$ cat config.mk
export PLATFORM = sky130hd
export DESIGN_NAME = decode_stage
export DESIGN_NICKNAME = d
export VERILOG_FILES = /design/src/rtl/decode_pkg.sv /design/src/rtl/decode_regfile.sv /design/src/rtl/decode_stage.sv
export SDC_FILE = /design/constraint.sdc
export NUM_CORES = 1
export LEC_CHECK = 0
export CORE_UTILIZATION = 35
export DETAILED_ROUTE_END_ITERATION = 10
export PLACE_DENSITY_LB_ADDON = 0.08
export SLEW_MARGIN = 5
export SYNTH_ARGS = -nofsm -noshare
export SYNTH_HDL_FRONTEND = slang
export SYNTH_SLANG_ARGS = --single-unit
export TNS_END_PERCENT = 5
$ cat constraint.sdc
create_clock -name clock -period 6.7 [get_ports clock]
set_clock_uncertainty 0.15 [all_clocks]
set_input_delay 2.01 -clock clock [delete_from_list [all_inputs] [get_ports clock]]
set_output_delay 2.01 -clock clock [all_outputs]
set_load 0.05 [all_outputs]
$ cat src/rtl/decode_pkg.sv
// decode_pkg: shared encodings and helpers for the decode stage.
// Holds the instruction classes, memory-access codes, the decoded-control
// bundle and the 8-bit sign-extension helper.
package decode_pkg;

  // Instruction class carried in command[15:14]
  typedef enum logic [1:0] {
    CLS_LOAD  = 2'd0,
    CLS_STORE = 2'd1,
    CLS_LDI   = 2'd2,
    CLS_ALU   = 2'd3
  } cls_e;

  // Memory access request presented downstream
  typedef enum logic [1:0] {
    MEM_NONE = 2'b00,
    MEM_RD   = 2'b01,
    MEM_WR   = 2'b10
  } mem_e;

  localparam int NUM_REGS = 8;

  // Width of the sign-extension helper result; callers truncate with a
  // size cast, so DATA_W may be anything from 16 up to this value.
  localparam int SEXT_W = 64;

  // Control fields derived from the command word alone
  typedef struct packed {
    logic [2:0] src_a;     // register behind alu1 / storedata
    logic [2:0] src_b;     // register behind alu2 / address base
    logic       use_a;     // src_a is a true dependency
    logic       use_b;     // src_b is a true dependency
    logic [2:0] dest;      // destination register
    logic       writereg;  // instruction produces a register result
    mem_e       memwrite;  // memory access kind
  } dec_t;

  // Sign-extend an 8-bit displacement
  function automatic logic [SEXT_W-1:0] sext8(input logic [7:0] d8);
    return {{(SEXT_W-8){d8[7]}}, d8};
  endfunction

endpackage

$ cat src/rtl/decode_regfile.sv
// decode_regfile: 8-entry register file with three combinational read ports
// and one write port.
// Build option: DECODE_STAGE_BYPASS_EN forwards a same-cycle write to every
// read port; without it a read returns the value held before the write.
module decode_regfile
  import decode_pkg::*;
#(
  parameter int DATA_W   = 16,
  parameter int INIT_IDX = 1
) (
  input  logic              clock,
  input  logic              reset,
  input  logic              we,
  input  logic [2:0]        waddr,
  input  logic [DATA_W-1:0] wdata,
  input  logic [2:0]        raddr_a,
  input  logic [2:0]        raddr_b,
  input  logic [2:0]        raddr_c,
  output logic [DATA_W-1:0] rdata_a,
  output logic [DATA_W-1:0] rdata_b,
  output logic [DATA_W-1:0] rdata_c
);

  logic [DATA_W-1:0] regs [NUM_REGS];

  // Register storage: reset to index or zero, otherwise single write port
  // NOTE: this array is reset because software relies on defined initial
  // contents; at eight entries it stays a flop array, not a RAM macro.
  always_ff @(posedge clock) begin
    if (reset) begin
      for (int i = 0; i < NUM_REGS; i++) begin
        regs[i] <= (INIT_IDX != 0) ? DATA_W'(i) : '0;
      end
    end else if (we) begin
      regs[waddr] <= wdata;
    end
  end

  // Read ports, optionally forwarding the write issued in the same cycle
  // NOTE: every output gets its default first so no path leaves a latch.
  always_comb begin
    rdata_a = regs[raddr_a];
    rdata_b = regs[raddr_b];
    rdata_c = regs[raddr_c];
`ifdef DECODE_STAGE_BYPASS_EN
    if (we && (waddr == raddr_a)) rdata_a = wdata;
    if (we && (waddr == raddr_b)) rdata_b = wdata;
    if (we && (waddr == raddr_c)) rdata_c = wdata;
`endif
  end

endmodule

$ cat src/rtl/decode_stage.sv
// decode_stage: decodes a 16-bit command, reads operands, tracks in-flight
// register results with a pending scoreboard and presents a registered
// bundle through a valid/ready handshake.
// Build option: DECODE_STAGE_BYPASS_EN lets a same-cycle writeback release
// a hazard and forwards writeval into the operands; undefined, the hazard
// comes from the registered scoreboard and issue follows one cycle later.
module decode_stage
  import decode_pkg::*;
#(
  parameter int DATA_W   = 16,
  parameter int INIT_IDX = 1
) (
  input  logic              clock,
  input  logic              reset,
  input  logic              in_valid,
  output logic              in_ready,
  input  logic [15:0]       command,
  input  logic [15:0]       pc,
  input  logic              writeflag,
  input  logic [2:0]        writetarget,
  input  logic [DATA_W-1:0] writeval,
  output logic              out_valid,
  input  logic              out_ready,
  output logic [DATA_W-1:0] alu1,
  output logic [DATA_W-1:0] alu2,
  output logic [DATA_W-1:0] address,
  output logic [DATA_W-1:0] storedata,
  output logic              writereg,
  output logic [1:0]        memwrite,
  output logic [2:0]        regaddress,
  output logic [3:0]        opcode,
  output logic [15:0]       out_pc
);

  cls_e              cls;
  dec_t              dec;
  logic [7:0]        pending;
  logic [7:0]        pend_eff;
  logic [7:0]        clr_mask;
  logic [7:0]        set_mask;
  logic              wb_en;
  logic              hazard;
  logic              accept;
  logic [DATA_W-1:0] rdata_a;
  logic [DATA_W-1:0] rdata_b;
  logic [DATA_W-1:0] rdata_c;
  logic [DATA_W-1:0] sext_d8;
  logic [DATA_W-1:0] addr_next;
  logic [DATA_W-1:0] sd_next;

  assign cls = cls_e'(command[15:14]);

  // Command decode: operand selectors, dependencies, destination, mem kind
  always_comb begin
    dec.src_a    = 3'd0;
    dec.src_b    = 3'd0;
    dec.use_a    = 1'b0;
    dec.use_b    = 1'b0;
    dec.dest     = 3'd0;
    dec.writereg = 1'b0;
    dec.memwrite = MEM_NONE;
    case (cls)
      CLS_ALU: begin
        dec.src_a    = command[13:11];
        dec.src_b    = (command[7:4] <= 4'd8) ? command[10:8] : command[2:0];
        dec.use_a    = 1'b1;
        dec.use_b    = 1'b1;
        dec.dest     = command[10:8];
        dec.writereg = 1'b1;
      end
      CLS_LOAD: begin
        // alu1 still shows R[13:11], but only the base register gates issue
        dec.src_a    = command[13:11];
        dec.src_b    = command[10:8];
        dec.use_b    = 1'b1;
        dec.dest     = command[13:11];
        dec.writereg = 1'b1;
        dec.memwrite = MEM_RD;
      end
      CLS_STORE: begin
        dec.src_a    = command[13:11];
        dec.src_b    = command[10:8];
        dec.use_a    = 1'b1;
        dec.use_b    = 1'b1;
        dec.memwrite = MEM_WR;
      end
      CLS_LDI: begin
        // Both read ports stay on R0; the immediate travels on address
        dec.dest     = command[10:8];
        dec.writereg = 1'b1;
        dec.memwrite = MEM_RD;
      end
      default: ;
    endcase
  end

  decode_regfile #(
    .DATA_W   (DATA_W),
    .INIT_IDX (INIT_IDX)
  ) u_regfile (
    .clock   (clock),
    .reset   (reset),
    .we      (wb_en),
    .waddr   (writetarget),
    .wdata   (writeval),
    .raddr_a (dec.src_a),
    .raddr_b (dec.src_b),
    .raddr_c (command[13:11]),
    .rdata_a (rdata_a),
    .rdata_b (rdata_b),
    .rdata_c (rdata_c)
  );

  // Writeback is ignored while reset is high
  assign wb_en    = writeflag && !reset;
  assign clr_mask = wb_en ? (8'd1 << writetarget) : 8'd0;

`ifdef DECODE_STAGE_BYPASS_EN
  assign pend_eff = pending & ~clr_mask;
`else
  assign pend_eff = pending;
`endif

  // Hazard: any real source or the destination is still awaiting writeback
  always_comb begin
    hazard = (dec.use_a    && pend_eff[dec.src_a]) ||
             (dec.use_b    && pend_eff[dec.src_b]) ||
             (dec.writereg && pend_eff[dec.dest]);
  end

  assign in_ready = !reset && !hazard && (!out_valid || out_ready);
  assign accept   = in_valid && in_ready;
  assign set_mask = (accept && dec.writereg) ? (8'd1 << dec.dest) : 8'd0;

  // Next address and store data; the sum wraps at DATA_W bits
  always_comb begin
    sext_d8   = DATA_W'(sext8(command[7:0]));
    addr_next = '0;
    sd_next   = '0;
    case (cls)
      CLS_LOAD:  addr_next = rdata_b + sext_d8;
      CLS_STORE: begin
        addr_next = rdata_b + sext_d8;
        sd_next   = rdata_c;
      end
      CLS_LDI:   addr_next = sext_d8;
      default: ;
    endcase
  end

  // Scoreboard: writeback clears, a same-cycle issue to that register wins
  // NOTE: non-blocking assignments so every flop samples pre-edge values.
  always_ff @(posedge clock) begin
    if (reset) begin
      pending <= '0;
    end else begin
      pending <= (pending & ~clr_mask) | set_mask;
    end
  end

  // Output bundle: load on accept, hold while stalled, retire on out_ready
  always_ff @(posedge clock) begin
    if (reset) begin
      out_valid  <= 1'b0;
      alu1       <= '0;
      alu2       <= '0;
      address    <= '0;
      storedata  <= '0;
      writereg   <= 1'b0;
      memwrite   <= MEM_NONE;
      regaddress <= 3'd0;
      opcode     <= 4'd0;
      out_pc     <= 16'd0;
    end else if (accept) begin
      out_valid  <= 1'b1;
      alu1       <= rdata_a;
      alu2       <= rdata_b;
      address    <= addr_next;
      storedata  <= sd_next;
      writereg   <= dec.writereg;
      memwrite   <= dec.memwrite;
      regaddress <= dec.writereg ? dec.dest : 3'd0;
      opcode     <= command[7:4];
      out_pc     <= pc;
    end else if (out_ready) begin
      out_valid  <= 1'b0;
    end
  end

endmodule

Yosys cells after proc, flatten, opt, wreduce, memory -nomap -nowiden --
Memory sizes are Yosys's and may differ from the RTL's. A register that Yosys moved wholly into a read port is not among the register bits. Cells that the tools add are included. W data, S select, Z words.
Cells by class: muxes and demuxes 27, add/sub/neg operators 1, $lt $le $gt $ge 4, bitwise gates (word level) 3, shift-type cells 2, reduce and logical (&&, ||, !) cells 22, eq/ne operators 3
Operator list (count):
- $mux W16 | 2
- $pmux W16 S2 | 1
- $add A16 B16 Y16 | 1
- $mux W8 | 2
- $reduce_or A16 Y1 | 1
- $shl A1 B3 Y8 const A | 2
- $mux W1 | 13
- $lt A3 B4 Y1 const B | 3
- $pmux W6 S2 | 1
- $bmux W1 S3 | 3
- $mux W3 | 3
- $and A8 B8 Y8 | 1
- $logic_and A1 B1 Y1 | 8
- $not A8 Y8 | 1
- $or A8 B8 Y8 | 1
- $pmux W4 S2 | 1
- $reduce_or A2 Y1 | 4
- $eq A2 B2 Y1 const B | 2
- $le A4 B4 Y1 const B | 1
- $pmux W2 S2 | 1
- $logic_not A1 Y1 | 3
- $logic_or A1 B1 Y1 | 3
- $reduce_or A3 Y1 | 1
- $eq A2 B1 Y1 const B | 1
- 2 further kinds | 2
Storage, ports and cells: output and inout port bits 92, register bits after elaboration 83, RAM bits 128, memories kept 1, bits of input ports 56
Memories:
- u_regfile.regs | words 8, width 16, rd ports 3, clocked after memory_dff 1, write ports 8, line decode_regfile.sv:24 | logic [DATA_W-1:0] regs [NUM_REGS];

Logic depth before layout (Yosys ltp) --
Gate-level depths: netlist of run 1.
word-level depth 15, mapped depth 21, mapped depth without buffers 17

Modules after synthesis --
Synthesis of run 1 repeated with hierarchy kept, for this count alone.
Unflattened totals: cells, all modules 1109, area total of the unflattened synthesis 13135.1 um2
By module, submodules not included:
- decode_regfile | area each 7988.9 um2, cells an instance 486, times used 1
- decode_stage | area each 5146.2 um2, cells an instance 623, times used 1

Least setup slack after synthesis of run 1 --
Ideal clock, no wire load.
kind input to output, start input port command[4], end output port in_ready, slack -0.469 ns, stages 10, data required time 4.540 ns, data arrival time 5.009 ns, buffers on the path 3, cell sequence o31a_1 buf_6 mux2_4 nand2_2 a221oi_1 nor3_1 o31a_1 buf_2 buf_2 nor3_1
On the way: cells in the longest elaborated chain, start to end 11
RTL lines:
- start: declaration | line decode_stage.sv:17 | input logic [15:0] command,
- $le A4 B4 Y1 | line decode_stage.sv:65 | dec.src_b = (command[7:4] <= 4'd8) ? command[10:8] : command[2:0];
- $mux W3 | line decode_stage.sv:65
- $pmux W6 S2 | line decode_stage.sv:62 | case (cls)
- $bmux W1 S3 | line decode_stage.sv:127 | (dec.use_b && pend_eff[dec.src_b]) ||
- $mux W1 (implied by the code) | line decode_stage.sv:127
- $logic_and A1 B1 Y1 | line decode_stage.sv:127
- $logic_or A1 B1 Y1 | line decode_stage.sv:126 | hazard = (dec.use_a && pend_eff[dec.src_a]) ||
- $logic_or A1 B1 Y1 | line decode_stage.sv:127
- $logic_not A1 Y1 | line decode_stage.sv:131 | assign in_ready = !reset && !hazard && (!out_valid || out_ready);
- $logic_and A1 B1 Y1 (2 in series) | line decode_stage.sv:131
- end: declaration | line decode_stage.sv:16 | output logic in_ready,
Every way passes these cells. The select of a mux whose other input is x is not followed.

Worst setup path in the final report of run 1 --
start input port command[14], end output port in_ready
On the way: cells in the longest elaborated chain, start to end 11, elaborated cells on any way between the ends 26, those cells by class eq/ne: 3; mux: 10; reduce/logical: 13
RTL lines (line):
- $eq A2 B1 Y1 / $logic_not A2 Y1 (equally long branches) | decode_stage.sv:62
- $reduce_or A2 Y1 (no source line)
- $pmux W6 S2 | decode_stage.sv:62
- $bmux W1 S3, on equally long branches | decode_stage.sv:126, decode_stage.sv:127
- $mux W1, on equally long branches | decode_stage.sv:126, decode_stage.sv:127
- $logic_and A1 B1 Y1, on equally long branches | decode_stage.sv:126, decode_stage.sv:127
- $logic_or A1 B1 Y1 | decode_stage.sv:126
- $logic_or A1 B1 Y1 * | decode_stage.sv:127
- $logic_not A1 Y1 * | decode_stage.sv:131
- $logic_and A1 B1 Y1 * (2 in series) | decode_stage.sv:131
Every way passes the cells marked *; elsewhere a longest branch is shown, timed or not. The select of a mux whose other input is x is not followed.

==> metrics.cfg, run 1 <==
[logic_synthesis]
synthXorXnorAreaFrac = 0.00875
synth_top_family_by_area = simple AND/OR/NAND/NOR gates
yosysSeqAreaShare = 0.448
netlist_area_um2 = 13000
synth-seq-cells = 227
synth_compound_area_frac = 0.186
synth-adder-area-share = 0.0189
synth_area_leaders = edfxtp_1 30%, dfxtp_1 15%, and2_1 5.7%
synth_fp_nets = 1420
ys_types = 70
syn_inst = 1345
synth_top_area_cell = edfxtp_1
synth_common_cells = 128 x edfxtp_1, 123 x nand2_1, 118 x and2_1
yosys.area_share.simple = 0.189
synth_ff_type = edfxtp_1
post-synth-top-count-cell = edfxtp_1
yosysTopAreaCellShare = 0.295
async_reset_ff_frac = 0
synthMuxAreaShare = 0.103
synth_edf_count = 128
yosysWarnings = 0
avgSynthCellArea_um2 = 9.67

[place]
preCtsSetupSlack_ns = -0.136
io_buffers = 147
dpl.hpwl_um = 32700
place_inst = 1946
gp_congestion = 0.895

[floorplan]
core_area_um2 = 36600
dieArea_um2 = 37900
fp-row-count = 70
floorplan.initialDensity = 0.355
die_w_um = 195
ioPinCount = 148
die_height_um = 195

[global_route]
overflow = 0
grt_max_degree = 79
grt_antenna_before_repair = 1
grt_usage = 0.247
grt_pass1_vias = 11100
grt_pass1_wl_um = 70900

[sta]
fin_crit_ns = 6.62
slew_violations = 0
relSlewSlack = 0.287
hold_viol = 0
min_period_over_period = 0.989
fin_tns_setup_ns = 0
whs_ns = 0.322
maxClockFrequency_mhz = 151
setup_viol_count_final = 0
worstMarginPinSlew_ns = 1.07
postLayoutSetupSlackWorst_ns = 0.0750

[detailed_routing]
num_vias = 11600
ant_nets = 0
wl_per_cell_um = 24.0
remaining_drc_errors = 0
dr.pass1.iters = 7
routed_wl_um = 48000
drt_iter0_markers = 1106
vias_per_cell = 5.82

[power_and_ir_drop]
p_leak_nw = 5.90
p_per_area_nw_per_um2 = 247
vdd_drop_max_mv = 0.173

[min_path]
hp-start = out_pc[11]
min_to = out_pc[11]
hp-class = flop to flop
hold_depth = 2

[setup_path]
crit_fanout = 22
r2r_setup_slack_ns = 2.94
rr_startpoint = u_regfile.regs[2][0]
arrival_ns = 4.46
cp-end-kind = output port
cp.required_ns = 4.54
critPathKind = input port to output port
ff2ff_path_depth = 16
r2r-end = address[12]
start_kind = input port

[run]
max-cap-violations = 0

[cts]
cts_num_sinks = 227
clock_latency_ns = 0.56
h-tree-depth = 1
hold_buffers = 0
numCtsBuffers = 27
clock-root-buffer = clkbuf_16
path_clk_slew_ns = 0.06
cts_tree = done
clk_path_buf_depth = 3

[layout]
fillers = 3513
final_cells = 1998
fin_util = 0.449
synthToLayoutAreaGrowth_pct = 26.4
drive_gt1_frac = 0.173
final_nets = 1585
antenna_cells = 0

[status]
outcome = complete, no violations

-- cells by family (layout without fill, tap and decap cells) --
family                   count (synthesis)  count (layout)
AO/OA/AOI/OAI                          365             365
adder cells (fa/ha/maj)                 19              19
XOR/XNOR                                13              13
AND/OR/NAND/NOR                        480             480
flip-flops                             227             227
multiplexers                            92              92
buffers and inverters                  149             334
-- metrics by stage --
| stage | power [W] | instance area [µm²] |
|---|---|---|
| after global placement | 0.00271 | 15500 |
| after detailed placement | 0.00271 | 15500 |
| final | 0.00407 | 16400 |
| after CTS | 0.00409 | 16400 |
| after floorplan | 0.00228 | 13000 |
| after global routing | 0.00423 | 16400 |
-- flip-flops by register name, summed over array words and instances (netlist names), 4 cells and up --
register	flops
u_regfile.regs	128
address	16
alu1	16
alu2	16
out_pc	16
storedata	16
pend_eff	8
opcode	4
-- worst max path at each step --
| stage | cells past startpoint | endpoint | slack [ns] | from |
|---|---|---|---|---|
| final | 10 | in_ready | 0.08 | command[14] |
| after global routing | 9 | in_ready | -0.03 | command[14] |
| after CTS | 10 | in_ready | 0.0003 | command[4] |
| after detailed placement | 9 | in_ready | -0.14 | command[4] |
| after global placement | 9 | in_ready | -0.10 | command[4] |
| after floorplan | 10 | in_ready | 0.16 | command[4] |
-- area by class of cell --
class / count / area [µm²] / share of cell area
multi-input combinational: 969 / 6720 / 0.408
sequential: 227 / 5830 / 0.354
timing repair buffer: 254 / 2390 / 0.145
clock buffer: 30 / 687 / 0.0418
tap: 468 / 586 / 0.0356
clock inverter: 19 / 126 / 0.00768
inverter: 31 / 116 / 0.00707
-- routing by layer --
metal | part of all wire | track usage | vias to the layer above
met4 | 0.029 | 0.0709 | 0
li1 | - | - | 5374
met5 | 0 | 0 | -
met2 | 0.45 | 0.387 | 468
met1 | 0.46 | 0.355 | 5691
met3 | 0.065 | 0.0328 | 96
-- cells in the final DEF, fill, tap and decap left out, drive strengths merged, types with 6 or more instances in the layout --
cell,count
dfxtp,99
edfxtp,128
mux2i,30
clkinv,12
clkbuf,31
xnor2,11
a31o,15
and2,118
nand4,20
a311oi,10
buf,110
nand3,78
o211ai,11
nor2b,6
a222oi,22
nand2b,9
o21a,7
ha,18
nand2,124
clkinvlp,6
nor2,31
o21ai,93
mux4,30
a2111oi,6
a21o,6
a211oi,42
mux2,32
clkdlybuf4s50,139
or3,14
a21oi,108
inv,32
nor3,67
-- power by group --
group          switching, W  internal [W]
clock network      0.000627      0.000744
registers         0.0000596       0.00156
logic              0.000653      0.000428
-- worst max-delay path, cell delays in order --
cell and delay, ns:
clkdlybuf4s50_1 0.44, buf_12 0.17, or4bb_4 0.53, a21oi_2 0.17, a2111oi_1 0.09, buf_4 0.16, a21oi_1 0.13, o211ai_1 0.25
nor3_4 0.34, buf_12 0.17
-- repair_timing --
item,4_1_cts,5_1_grt
buffers inserted,1,1
setup endpoints to repair,1,1
resized for setup,5,12
pin swaps,3,7
cloned,0,1
No activity file was read; power rests on OpenSTA's default activity.
==> run 2, diff against run 1 <==
--- a/config.mk
+++ b/config.mk
@@ -5,6 +5,7 @@
 export SDC_FILE = /design/constraint.sdc
 export NUM_CORES = 1
 export LEC_CHECK = 0
+export CORE_ASPECT_RATIO = 1.5
 export CORE_UTILIZATION = 35
 export DETAILED_ROUTE_END_ITERATION = 10
 export PLACE_DENSITY_LB_ADDON = 0.08
==> metrics.cfg, run 2 (synthesis results as in run 1) <==
[cts]
cts_tree = done
numCtsBuffers = 24  ; -11%
path_clk_slew_ns = 0.06  ; about the same
hold_buffers = 0  ; unchanged
h-tree-depth = 1  ; unchanged
clock_latency_ns = 0.55  ; about the same
clk_path_buf_depth = 3  ; unchanged
cts_num_sinks = 227  ; unchanged
clock-root-buffer = clkbuf_16

[setup_path]
crit_fanout = 5  ; -77%
crit_family = buffers and inverters
arrival_ns = 4.45  ; about the same
worstPathCellList = clkdlybuf4s50_1 > o31a_1 > buf_6 > mux2_4 > and3_4 > a211oi_2 > a311oi_2 > o31a_2 > nor3_4 > buf_12
cp.required_ns = 4.54  ; about the same
cp_slowest_stage_delay_ns = 0.51  ; -0.02 ns
slowest_stage = clkdlybuf4s50_1
critPathKind = input port to output port
cp-end-kind = output port
crit_buf_inv = 3  ; -1
start_kind = input port

[layout]
drive_gt1_frac = 0.169  ; -0.00402
mostFrequentLayoutCells = 139 x clkdlybuf4s50_1, 128 x edfxtp_1, 122 x nand2_1, 118 x and2_1, 108 x a21oi_1
synthToLayoutAreaGrowth_pct = 26.0
fin_util = 0.447  ; -0.00278
final_cells = 2005  ; +0.35%
final_nets = 1576  ; -0.57%
layout_commonest_cell = clkdlybuf4s50_1
largest_register = u_regfile.regs
multi_input_area_um2 = 6720  ; about the same
fillers = 3492  ; -0.60%
regArea_um2 = 5830  ; unchanged
largest_register_ffs = 128  ; unchanged

[sta]
relSlewSlack = 0.199  ; -0.0884
fin_crit_ns = 6.61  ; -0.0198 ns
worstMarginPinSlew_ns = 1.19  ; +0.126 ns
setup_viol_count_final = 0  ; unchanged
slew_violations = 0  ; unchanged
rsz0062_at_grt = no
maxClockFrequency_mhz = 151  ; +0.30%
min_period_over_period = 0.986  ; -0.00295
hold_viol = 0  ; unchanged

[detailed_routing]
num_vias = 11400  ; -1.7%
vias_per_cell = 5.70  ; -2.1%
remaining_drc_errors = 0  ; unchanged
routed_wl_um = 47700  ; -0.70%
dr.pass1.iters = 7  ; unchanged
drt_iter0_markers = 1051  ; -5.0%
wl_per_cell_um = 23.8  ; -1.0%
ant_nets = 0  ; unchanged

[power_and_ir_drop]
p_leak_nw = 5.86  ; -0.75%
p_per_area_nw_per_um2 = 247  ; -0.24%
vdd_drop_max_mv = 0.139  ; -20%
power.total_w = 0.00404  ; -0.64%

[floorplan]
die_w_um = 159  ; -18%
die_height_um = 238  ; +22%
floorplan.initialDensity = 0.355  ; -0.000800
core_area_um2 = 36700  ; +0.23%
ioPinCount = 148  ; unchanged
fp-row-count = 86  ; +23%
dieArea_um2 = 38000  ; about the same

[global_route]
grt_pass1_vias = 11200  ; +0.89%
grt_max_degree = 79  ; unchanged
overflow = 0  ; unchanged
grt_pass1_wl_um = 71700  ; +1.1%
grt_usage = 0.249  ; +0.00229
grt_antenna_before_repair = 2  ; +1

[place]
place_inst = 1955  ; +0.46%
dpl.hpwl_um = 33500  ; +2.5%
gp_congestion = 0.875  ; -2.1%
io_buffers = 147  ; unchanged

[status]
outcome = complete, no violations

[min_path]
hp-class = flop to flop

[run]
max-cap-violations = 0  ; unchanged

[run 2: power by group]
part	total (W)	switching (W)	internal (W)	leakage, nW
Combinational	0.00106	0.000642	0.000419	3.44
Sequential	0.00162	0.0000614	0.00156	2.04
Clock	0.00136	0.000601	0.000763	0.378
[run 2: worst paths after layout]
kind         cells past startpoint          end  slack, ns            startpoint
max                             10     in_ready       0.09            command[7]
min                              2    out_pc[2]       0.32             out_pc[2]
max reg2reg                     17  address[12]       2.92  u_regfile.regs[2][0]
min reg2reg                      2    out_pc[2]       0.32             out_pc[2]
[run 2: per-layer routing]
metal / track usage / wire length [µm]
met1: 0.310 / 19500
met2: 0.435 / 23700
met3: 0.0348 / 2840
met4: 0.0970 / 1590
met5: 0 / 0
[run 2: stage by stage]
step | setup slack [ns] | hold WS, ns | TNS [ns] | area, µm²
2_1_floorplan | 0.162 | 0.306 | 0 | 13000
3_3_place_gp | -0.0583 | 0.310 | -0.0992 | 15400
3_5_place_dp | -0.103 | 0.317 | -0.257 | 15400
4_1_cts | 0.0130 | 0.326 | 0 | 16300
5_1_grt | 0.00625 | 0.334 | 0 | 16400
6_report | 0.0948 | 0.323 | 0 | 16400
[run 2: final cells by class]
| class | instances | area share |
|---|---|---|
| Clock inverter | 14 | 0.00764 |
| Sequential cell | 227 | 0.356 |
| Antenna cell | 2 | 0.000305 |
| Tap cell | 484 | 0.0370 |
| Multi-Input combinational cell | 969 | 0.410 |
| Clock buffer | 30 | 0.0412 |
| Timing Repair Buffer | 248 | 0.141 |
| Inverter | 31 | 0.00710 |
[run 2: repair_timing]
| action | CTS | global route |
|---|---|---|
| buffers inserted | 1 | 2 |
| gates cloned | 0 | 1 |
| endpoints found under the setup margin | 1 | 1 |
| pin swaps | 1 | 10 |
| resized for setup | 4 | 15 |
[run 2: worst reg2reg max path: stages (launching register included)]
cell,delay [ns]
edfxtp_1,0.36
inv_1,0.08
nor3_1,0.19
a211oi_1,0.06
a211oi_1,0.19
a31o_2,0.18
ha_1,0.17
inv_1,0.06
fa_1,0.41
nor2b_1,0.18
o31ai_1,0.11
buf_4,0.15
a211o_1,0.28
a21boi_0,0.25
o21a_1,0.17
nor3_1,0.04
or3b_2,0.43
a311oi_1,0.26
==> run 3, diff against run 2 <==
--- a/config.mk
+++ b/config.mk
@@ -5,9 +5,11 @@
 export SDC_FILE = /design/constraint.sdc
 export NUM_CORES = 1
 export LEC_CHECK = 0
+export CAP_MARGIN = 5
 export CORE_ASPECT_RATIO = 1.5
 export CORE_UTILIZATION = 35
 export DETAILED_ROUTE_END_ITERATION = 10
+export MAX_ROUTING_LAYER = met4
 export PLACE_DENSITY_LB_ADDON = 0.08
 export SLEW_MARGIN = 5
 export SYNTH_ARGS = -nofsm -noshare
==> metrics.cfg, run 3 (synthesis results as in run 1) <==
[layout]
largest_register_ffs = 128  ; unchanged
drive_gt1_frac = 0.170  ; +0.000982
final_cell_area_um2 = 16400  ; +0.30%
mostFrequentLayoutCells = 140 x clkdlybuf4s50_1, 128 x edfxtp_1, 123 x nand2_1, 118 x and2_1, 108 x a21oi_1
fillers = 3565  ; +2.1%
final_cells = 2006  ; +0.050%
largest_register = u_regfile.regs
layout_commonest_cell = clkdlybuf4s50_1
fin_util = 0.448  ; +0.00133
multi_input_area_um2 = 6700  ; -0.35%
regArea_um2 = 5830  ; unchanged
final_nets = 1578  ; +0.13%
antenna_cells = 0  ; -2
synthToLayoutAreaGrowth_pct = 26.3

[setup_path]
crit_top_cell = buf_12
arrival_ns = 4.45  ; about the same
cp-end-kind = output port
critPathKind = input port to output port
slowest_stage = clkdlybuf4s50_1
crit_start = command[15]
r2r-end = address[12]
crit_fanout = 28  ; +23
r2r_setup_slack_ns = 2.87  ; -0.05 ns
start_kind = input port
crit_family = compound AO/OA/AOI/OAI gates
ff2ff_path_depth = 17  ; unchanged
rr_startpoint = u_regfile.regs[2][0]
crit_cells = 10  ; unchanged
cp.required_ns = 4.54  ; about the same
cp_slowest_stage_delay_ns = 0.51  ; about the same
worstPathCellList = clkdlybuf4s50_1 > buf_12 > nor2_1 > a22o_1 > a2111oi_0 > buf_4 > a21oi_1 > o211ai_1 > nor3_4 > buf_12
crit_buf_inv = 4  ; +1

[sta]
rsz0062_at_grt = no
min_period_over_period = 0.986  ; about the same
worstMarginPinSlew_ns = 1.19  ; +0.000379 ns
setup_viol_count_final = 0  ; unchanged
slew_violations = 0  ; unchanged
maxClockFrequency_mhz = 151  ; about the same
fin_crit_ns = 6.61  ; -0.000183 ns
hold_viol = 0  ; unchanged
relSlewSlack = 0.198  ; -0.000254

[place]
place_inst = 1955  ; unchanged
io_buffers = 147  ; unchanged
gp_congestion = 0.883  ; +0.81%
dpl.hpwl_um = 33700  ; +0.48%
dpl-instance-area_um2 = 15400  ; about the same

[cts]
numCtsBuffers = 25  ; +4.2%
cts_tree = done
clk_path_buf_depth = 3  ; unchanged
path_clk_slew_ns = 0.06  ; about the same
cts_num_sinks = 227  ; unchanged
clock-root-buffer = clkbuf_16
h-tree-depth = 1  ; unchanged
clock_latency_ns = 0.55  ; about the same
hold_buffers = 0  ; unchanged

[floorplan]
die_w_um = 159  ; unchanged
ioPinCount = 148  ; unchanged
core_area_um2 = 36700  ; unchanged
dieArea_um2 = 38000  ; unchanged
die_height_um = 238  ; unchanged
floorplan.initialDensity = 0.355  ; unchanged
fp-row-count = 86  ; unchanged

[global_route]
overflow = 0  ; unchanged
grt_pass1_vias = 11100  ; -0.65%
grt_pass1_wl_um = 71400  ; -0.35%
grt_antenna_before_repair = 0  ; -2
grt_usage = 0.256  ; +0.00703
grt_max_degree = 79  ; unchanged

[run]
max-cap-violations = 0  ; unchanged

[detailed_routing]
ant_nets = 0  ; unchanged
wl_per_cell_um = 23.8  ; about the same
routed_wl_um = 47600  ; about the same
drt_iter0_markers = 1016  ; -3.3%
num_vias = 11400  ; -0.27%
dr.pass1.iters = 6  ; -1
remaining_drc_errors = 0  ; unchanged
vias_per_cell = 5.68  ; -0.32%

[power_and_ir_drop]
p_per_area_nw_per_um2 = 254  ; +2.9%
p_leak_nw = 5.90  ; +0.73%
vdd_drop_max_mv = 0.125  ; -10%
power.total_w = 0.00418  ; +3.2%

[min_path]
hold_depth = 2  ; unchanged
hp-class = flop to flop
hp-start = storedata[15]
min_to = storedata[15]

[status]
outcome = complete, no violations

-- run 3: cell count changes in the layout (fill, tap and decap cells not counted), sizes merged --
cell,delta
inv,+3
diode,-2
dlymetal6s2s,-1
buf,+2
clkinvlp,-2
clkdlybuf4s50,+1
clkinv,-3
bufinv,+3
-- run 3: per-layer routing --
layer	track usage	vias to the layer above	part of all wire
met5	-	-	0
met4	0.0749	0	0.027
met3	0.0273	70	0.051
met2	0.455	393	0.52
met1	0.305	5581	0.41
li1	-	5354	-
-- run 3: worst max-delay path by stage --
stage                        to  slack (ns)
floorplan              in_ready        0.16
global placement    address[15]       -0.07
detailed placement  address[15]       -0.14
CTS                    in_ready        0.04
global route           in_ready        0.01
finish                 in_ready        0.09
-- run 3: through the flow --
stage / TNS, ns / setup WS [ns] / hold slack (ns)
3_3_place_gp: -0.180 / -0.0735 / 0.310
3_5_place_dp: -0.314 / -0.138 / 0.317
5_1_grt: 0 / 0.0148 / 0.347
4_1_cts: 0 / 0.0370 / 0.324
6_report: 0 / 0.0950 / 0.321
2_1_floorplan: 0 / 0.162 / 0.306
-- run 3: report_power, final --
group / internal [W] / total, W / switching (W) / leakage (nW)
combinational: 0.000419 / 0.00106 / 0.000641 / 3.43
sequential: 0.00156 / 0.00162 / 0.0000606 / 2.04
clock: 0.000890 / 0.00150 / 0.000606 / 0.429
total: 0.00287 / 0.00418 / 0.00131 / 5.90
-- run 3: cell type report --
type	instances	area share
Clock buffer	31	0.0420
Clock inverter	15	0.0116
Inverter	31	0.00708
Multi-Input combinational cell	969	0.407
Sequential cell	227	0.354
Tap cell	484	0.0369
Timing Repair Buffer	249	0.140
-- run 3: what timing repair did --
action	4_1_cts	5_1_grt
pin swaps	1	4
setup endpoints to repair	1	2
gates resized for setup	5	7
setup buffers	0	5
-- run 3: tightest hold or removal path, delay by kind of cell (launching register included) --
family	cells	cell delay, ns
AOI/OAI and AO/OA	2	0.12
DFF	1	0.30
